<file path="config.mk">
export PLATFORM = sky130hd
export DESIGN_NAME = rf_wb_queue
export DESIGN_NICKNAME = d
export VERILOG_FILES = /design/src/rtl/rf_wb_queue_pkg.sv /design/src/rtl/rf_wb_fifo.sv /design/src/rtl/rf_wb_queue.sv
export SDC_FILE = /design/constraint.sdc
export NUM_CORES = 1
export LEC_CHECK = 0
export CAP_MARGIN = 5
export CELL_PAD_IN_SITES_DETAIL_PLACEMENT = 0
export CELL_PAD_IN_SITES_GLOBAL_PLACEMENT = 1
export CORE_MARGIN = 5
export CORE_UTILIZATION = 35
export DETAILED_ROUTE_END_ITERATION = 10
export PLACE_DENSITY_LB_ADDON = 0.1
export SLEW_MARGIN = 40
export SYNTH_ARGS = -nofsm -noshare
export SYNTH_HDL_FRONTEND = slang
export SYNTH_SLANG_ARGS = --single-unit
</file>
<file path="constraint.sdc">
create_clock -name clk -period 6.8 [get_ports clk]
set_input_delay 1.02 -clock clk [delete_from_list [all_inputs] [get_ports clk]]
set_output_delay 1.02 -clock clk [all_outputs]
set_load 0.005 [all_outputs]
</file>
<file path="src/rtl/rf_wb_queue_pkg.sv">
// rf_wb_queue_pkg: defaults and special register indices
// shared by the write-back queue and the register file.
package rf_wb_queue_pkg;

  localparam int WIDTH_DEF     = 32;
  localparam int ADDR_SIZE_DEF = 4;
  localparam int DEPTH_DEF     = 4;

  localparam int PC_IDX = (1 << ADDR_SIZE_DEF) - 1;
  localparam int LR_IDX = (1 << ADDR_SIZE_DEF) - 2;

  function automatic int lr_idx(input int asz);
    return (1 << asz) - 2;
  endfunction

  function automatic int pc_idx(input int asz);
    return (1 << asz) - 1;
  endfunction

endpackage

</file>
<file path="src/rtl/rf_wb_fifo.sv">
// rf_wb_fifo: DEPTH-entry {wa, din} FIFO with two write ports
// (port a lands ahead of port b) and one read port.
module rf_wb_fifo
  import rf_wb_queue_pkg::*;
#(
  parameter int WIDTH     = WIDTH_DEF,
  parameter int ADDR_SIZE = ADDR_SIZE_DEF,
  parameter int DEPTH     = DEPTH_DEF,
  localparam int PW = $clog2(DEPTH),
  localparam int CW = $clog2(DEPTH + 1)
) (
  input  logic                               clk,
  input  logic                               reset,
  input  logic                               push_a,
  input  logic [ADDR_SIZE-1:0]               wa_a,
  input  logic [WIDTH-1:0]                   din_a,
  input  logic                               push_b,
  input  logic [ADDR_SIZE-1:0]               wa_b,
  input  logic [WIDTH-1:0]                   din_b,
  input  logic                               pop,
  output logic [ADDR_SIZE-1:0]               head_wa,
  output logic [WIDTH-1:0]                   head_din,
  output logic [CW-1:0]                      count,
  output logic [DEPTH-1:0][ADDR_SIZE-1:0]    slot_wa,
  output logic [DEPTH-1:0]                   slot_vld
);

  logic [ADDR_SIZE-1:0] wa_q  [DEPTH];
  logic [WIDTH-1:0]     din_q [DEPTH];
  logic [PW-1:0]        rd_ptr;
  logic [PW-1:0]        wr_ptr;
  logic [PW-1:0]        b_ptr;

  assign b_ptr = wr_ptr + PW'(push_a);

  always_ff @(posedge clk or negedge reset) begin
    if (!reset) begin
      rd_ptr <= '0;
      wr_ptr <= '0;
      count  <= '0;
    end else begin
      rd_ptr <= rd_ptr + PW'(pop);
      wr_ptr <= wr_ptr + PW'(push_a) + PW'(push_b);
      count  <= count + CW'(push_a) + CW'(push_b)
              - CW'(pop);
    end
  end

  // Storage is never reset; validity comes from count.
  always_ff @(posedge clk) begin
    if (push_a) begin
      wa_q[wr_ptr]  <= wa_a;
      din_q[wr_ptr] <= din_a;
    end
    if (push_b) begin
      wa_q[b_ptr]  <= wa_b;
      din_q[b_ptr] <= din_b;
    end
  end

  assign head_wa  = wa_q[rd_ptr];
  assign head_din = din_q[rd_ptr];

  for (genvar g = 0; g < DEPTH; g++) begin : g_slot
    logic [PW-1:0] off;
    assign off         = PW'(g) - rd_ptr;
    assign slot_vld[g] = {1'b0, off} < count;
    assign slot_wa[g]  = wa_q[g];
  end

endmodule

</file>
<file path="src/rtl/rf_wb_queue.sv">
// rf_wb_queue: merges ALU and load-return write-backs into one
// register-file write port; yields to the link strobe.
module rf_wb_queue
  import rf_wb_queue_pkg::*;
#(
  parameter int WIDTH     = WIDTH_DEF,
  parameter int ADDR_SIZE = ADDR_SIZE_DEF,
  parameter int DEPTH     = DEPTH_DEF
) (
  input  logic                        clk,
  input  logic                        reset,
  input  logic                        alu_valid,
  output logic                        alu_ready,
  input  logic [ADDR_SIZE-1:0]        alu_wa,
  input  logic [WIDTH-1:0]            alu_din,
  input  logic                        mem_valid,
  output logic                        mem_ready,
  input  logic [ADDR_SIZE-1:0]        mem_wa,
  input  logic [WIDTH-1:0]            mem_din,
  input  logic                        link,
  output logic                        wen,
  output logic [ADDR_SIZE-1:0]        wa,
  output logic [WIDTH-1:0]            din,
  output logic [(1<<ADDR_SIZE)-1:0]   pend_mask,
  output logic                        empty,
  output logic                        full,
  output logic                        err_link
);

  localparam int CW = $clog2(DEPTH + 1);
  localparam int LR = lr_idx(ADDR_SIZE);

  logic                             push_a;
  logic                             push_b;
  logic [ADDR_SIZE-1:0]             head_wa;
  logic [WIDTH-1:0]                 head_din;
  logic [CW-1:0]                    count;
  logic [DEPTH-1:0][ADDR_SIZE-1:0]  slot_wa;
  logic [DEPTH-1:0]                 slot_vld;

  // Readies look only at the registered count, never at valids.
  assign alu_ready = count < CW'(DEPTH);
  assign mem_ready = count <= CW'(DEPTH - 2);
  assign push_a    = alu_valid & alu_ready;
  assign push_b    = mem_valid & mem_ready;

  assign empty = count == '0;
  assign full  = count == CW'(DEPTH);
  assign wen   = !empty && !link;
  assign wa    = empty ? '0 : head_wa;
  assign din   = empty ? '0 : head_din;

  rf_wb_fifo #(
    .WIDTH     (WIDTH),
    .ADDR_SIZE (ADDR_SIZE),
    .DEPTH     (DEPTH)
  ) u_fifo (
    .clk      (clk),
    .reset    (reset),
    .push_a   (push_a),
    .wa_a     (alu_wa),
    .din_a    (alu_din),
    .push_b   (push_b),
    .wa_b     (mem_wa),
    .din_b    (mem_din),
    .pop      (wen),
    .head_wa  (head_wa),
    .head_din (head_din),
    .count    (count),
    .slot_wa  (slot_wa),
    .slot_vld (slot_vld)
  );

  always_comb begin
    pend_mask = '0;
    for (int i = 0; i < DEPTH; i++) begin
      if (slot_vld[i]) pend_mask[slot_wa[i]] = 1'b1;
    end
  end

  always_ff @(posedge clk or negedge reset) begin
    if (!reset) begin
      err_link <= 1'b0;
    end else if (link && pend_mask[LR]) begin
      err_link <= 1'b1;
    end
  end

endmodule
</file>
==> metrics <==
Synth area leader edfxtp_1; final net count 766; clk sink count 152; Clock Root Buffer clkbuf_16; first-pass GRT wire length 35120 microns; Final Max Tran Viols 0; HP Class register to register; Clk pin slew, worst setup/hold paths 0.07 ns; Crit Path Category register to output port; CTS resizes 0; initial core utilization 35.78%; HP Start err_link; Antenna Cells 0; Post-CTS Setup Inserts 0; DR vias 5386; Die Y-Extent 165.4 microns; post-synthesis mux area share 29.39%; initial drt markers 306; Synth-to-Final Area Change 26.74%; Final Util 45.35%; Post-Synthesis Cell Area 8449 sq um; largest net degree at the start of global routing 38; number of synthesized flops with an enable pin 144; Slew headroom 49.42%; clk_skew 0.01080 ns; outcome complete, no violations; Die Area 27350 sq um; R2R Setup Slk 3.38 ns; Avg Cell Area, Syn 15.50 sq um; unrepaired setup endpoints after global routing no; slowest library cell on the worst path dfrtp_4; Mapped Nets 633; CTS H-Tree Depth 4; I/O Buffers 134; Die W 165.4 microns; drc violations 0; register bit count reported by yosys 152; largest family of logic cells by synthesized area multiplexers; r2r endpoint u_fifo.din_q[2][21]; commonest cells in the netlist edfxtp_1 (144), mux2_2 (78), mux2_1 (56), nor2b_1 (47), mux4_2 (36); GRT Residual Overflow 0; worst path cell trace xnor2_1, inv_1, ha_1, nor2b_1, a2111oi_2, inv_1, o2bb2a_1, o311ai_0, clkdlybuf4s50_1; Clk Latency, worst-skew pair 0.42 ns; most used cell, CP inv_1; main area contributors after synthesis edfxtp_1 (51%), mux2_2 (10%), mux4_2 (9.6%); hold buffer count at CTS 0; worst hold slack 0.4667 ns; sequential share of the synthesized area 53.55%; top_reg_cell synth edfxtp_1; worst hold endpoint err_link; Crit Path Max Fanout 26; fmax 0.2167 GHz; Arr. time, crit path 3.60 ns; Tot GR Track Use 17.32%; Sw Share 35.64%; crit path time final 4.615 ns; Psw 1.731 mW; reg2reg path depth 9; Ys Warns 0; pwr/cell area 453.5 nW/um^2; area share of xor/xnor cells in the synthesized design 0.6219%; Ports 135; routed vias/inst 5.333; setup TNS 0 ns; core box area 23610 sq um; Int Power 3.125 mW; Comb pwr share 47.5%; measured slew at the worst slew-check pin 0.7587 ns; initial antenna violation count 0; Compound-Gate Fraction of Synth Area 4.976%; total power 4.856 mW; pre-CTS WS 2.601 ns; CTS Buffer Depth 2; Hold Vio Cnt, Final 0; drt pass-1 iters 4; crit path capture type output port; layout cells sized above 1 26.34%; asr flop ratio synth 5.263%; final antenna-violating net count 0; routability cong. 0.8747; clock power share 18.6%; post-DP HPWL 14580 microns; WHS Path Cells 1; CTS tree built; Post-Synth Adder-Cell Area 1.807%; sequential power share 33.9%; total CTS buffers 17; row count 56; leak pwr 3.674 nW; routed len/inst 23.20 microns; count of different cell masters after synthesis 57; final worst-path cycle share 67.87%; Detailed Route WL 23430 microns; Gate Count Post-Synth 545; vias in the first global route 5716; top cell type's share of synthesized area 51.18%; CP required 5.78 ns; setup slack after layout 2.185 ns; slowest stage delay, CP 0.77 ns; final-report setup violation count 0; Max-Cap Viols 0; Synth Area in Simple Gates 6.841%; startpoint types register; Peak VDD IR 0.2083 mV; reg2reg start u_fifo.count[2]; cell with the most instances after synthesis edfxtp_1
-- sequential cells by signal, summed over array words and instances, names as in the netlist --
| register | cells |
|---|---|
| u_fifo.din_q | 128 |
| u_fifo.wa_q | 16 |
| u_fifo.count | 3 |
| u_fifo.rd_ptr | 2 |
| u_fifo.wr_ptr | 2 |
| err_link | 1 |
-- power groups by stage --
| stage | combinational (mW) | sequential, mW | clock (mW) |
|---|---|---|---|
| final | 2.31 | 1.65 | 0.904 |
| after global routing | 2.49 | 1.68 | 0.966 |
| after CTS | 2.36 | 1.65 | 0.924 |
| after detailed placement | 2.34 | 1.67 | 0 |
| after global placement | 2.30 | 1.69 | 0 |
| after floorplan | 1.38 | 1.55 | 0 |
-- area by class of cell --
| type | count | area (sq um) |
|---|---|---|
| Clock inverter | 15 | 137.6 |
| Multi-Input combinational cell | 348 | 3736 |
| Tap cell | 319 | 399.1 |
| Sequential cell | 152 | 4529 |
| Fill cell | 2147 | 12900 |
| Clock buffer | 17 | 425.4 |
| Timing Repair Buffer | 143 | 1421 |
| Inverter | 16 | 60.06 |
-- layout by cell type, fill, tap and decap left out, types with 4 or more instances in the layout --
cell type / count
mux2_2: 78
dfrtp_1: 6
mux2_4: 10
ha_1: 9
o211ai_1: 6
nor2b_1: 47
nor2_1: 10
o221ai_1: 5
nand2_1: 10
mux2_1: 56
clkdlybuf4s50_1: 134
a22oi_1: 5
inv_1: 15
nand3_1: 6
edfxtp_1: 144
inv_6: 5
clkbuf_16: 17
buf_4: 8
a221o_1: 5
clkinv_4: 4
a32oi_1: 4
nand2b_1: 7
mux4_2: 36
-- through the flow --
step | std cells | instance area, sq um
after floorplan | 545 | 8449
after global placement | 977 | 10110
after detailed placement | 978 | 10150
after CTS | 1010 | 10710
after global routing | 1010 | 10710
final | 1010 | 10710
-- worst max-delay path by stage --
stage,slack (ns),from,to,cells after the start
floorplan,1.46,alu_valid,u_fifo.din_q[0][0],2
global placement,2.34,u_fifo.rd_ptr[0],pend_mask[8],9
detailed placement,2.60,u_fifo.rd_ptr[0],pend_mask[8],9
CTS,2.13,u_fifo.rd_ptr[0],pend_mask[8],9
global route,1.97,u_fifo.rd_ptr[0],pend_mask[8],9
finish,2.18,u_fifo.rd_ptr[0],pend_mask[8],9
-- worst max-delay path: cells and delay by family (launching register included) --
family                   cells  cell delay (ns)
flip-flops                   1             0.77
XOR/XNOR                     1             0.22
adder cells (fa/ha/maj)      1             0.28
AO/OA/AOI/OAI                3             0.97
AND/OR/NAND/NOR              1             0.17
buffers and inverters        3             0.76
-- logic make-up (layout without fill, tap and decap cells) --
kind of cell,after synthesis,count (layout)
mux,181,181
flops,152,152
simple gates,99,99
compound gates,51,51
buf+inv,45,191
fa+ha+maj,11,11
xor+xnor,6,6
-- layer usage --
| layer | global-route usage, % | routed length, microns | vias to the layer above |
|---|---|---|---|
| met5 | 0 | 0 | - |
| met4 | 4.837 | 310 | 0 |
| met3 | 2.929 | 1046 | 21 |
| met2 | 29.40 | 11610 | 155 |
| met1 | 23.01 | 10460 | 2781 |
| li1 | - | - | 2429 |
Power figures use the tool's default switching activity.
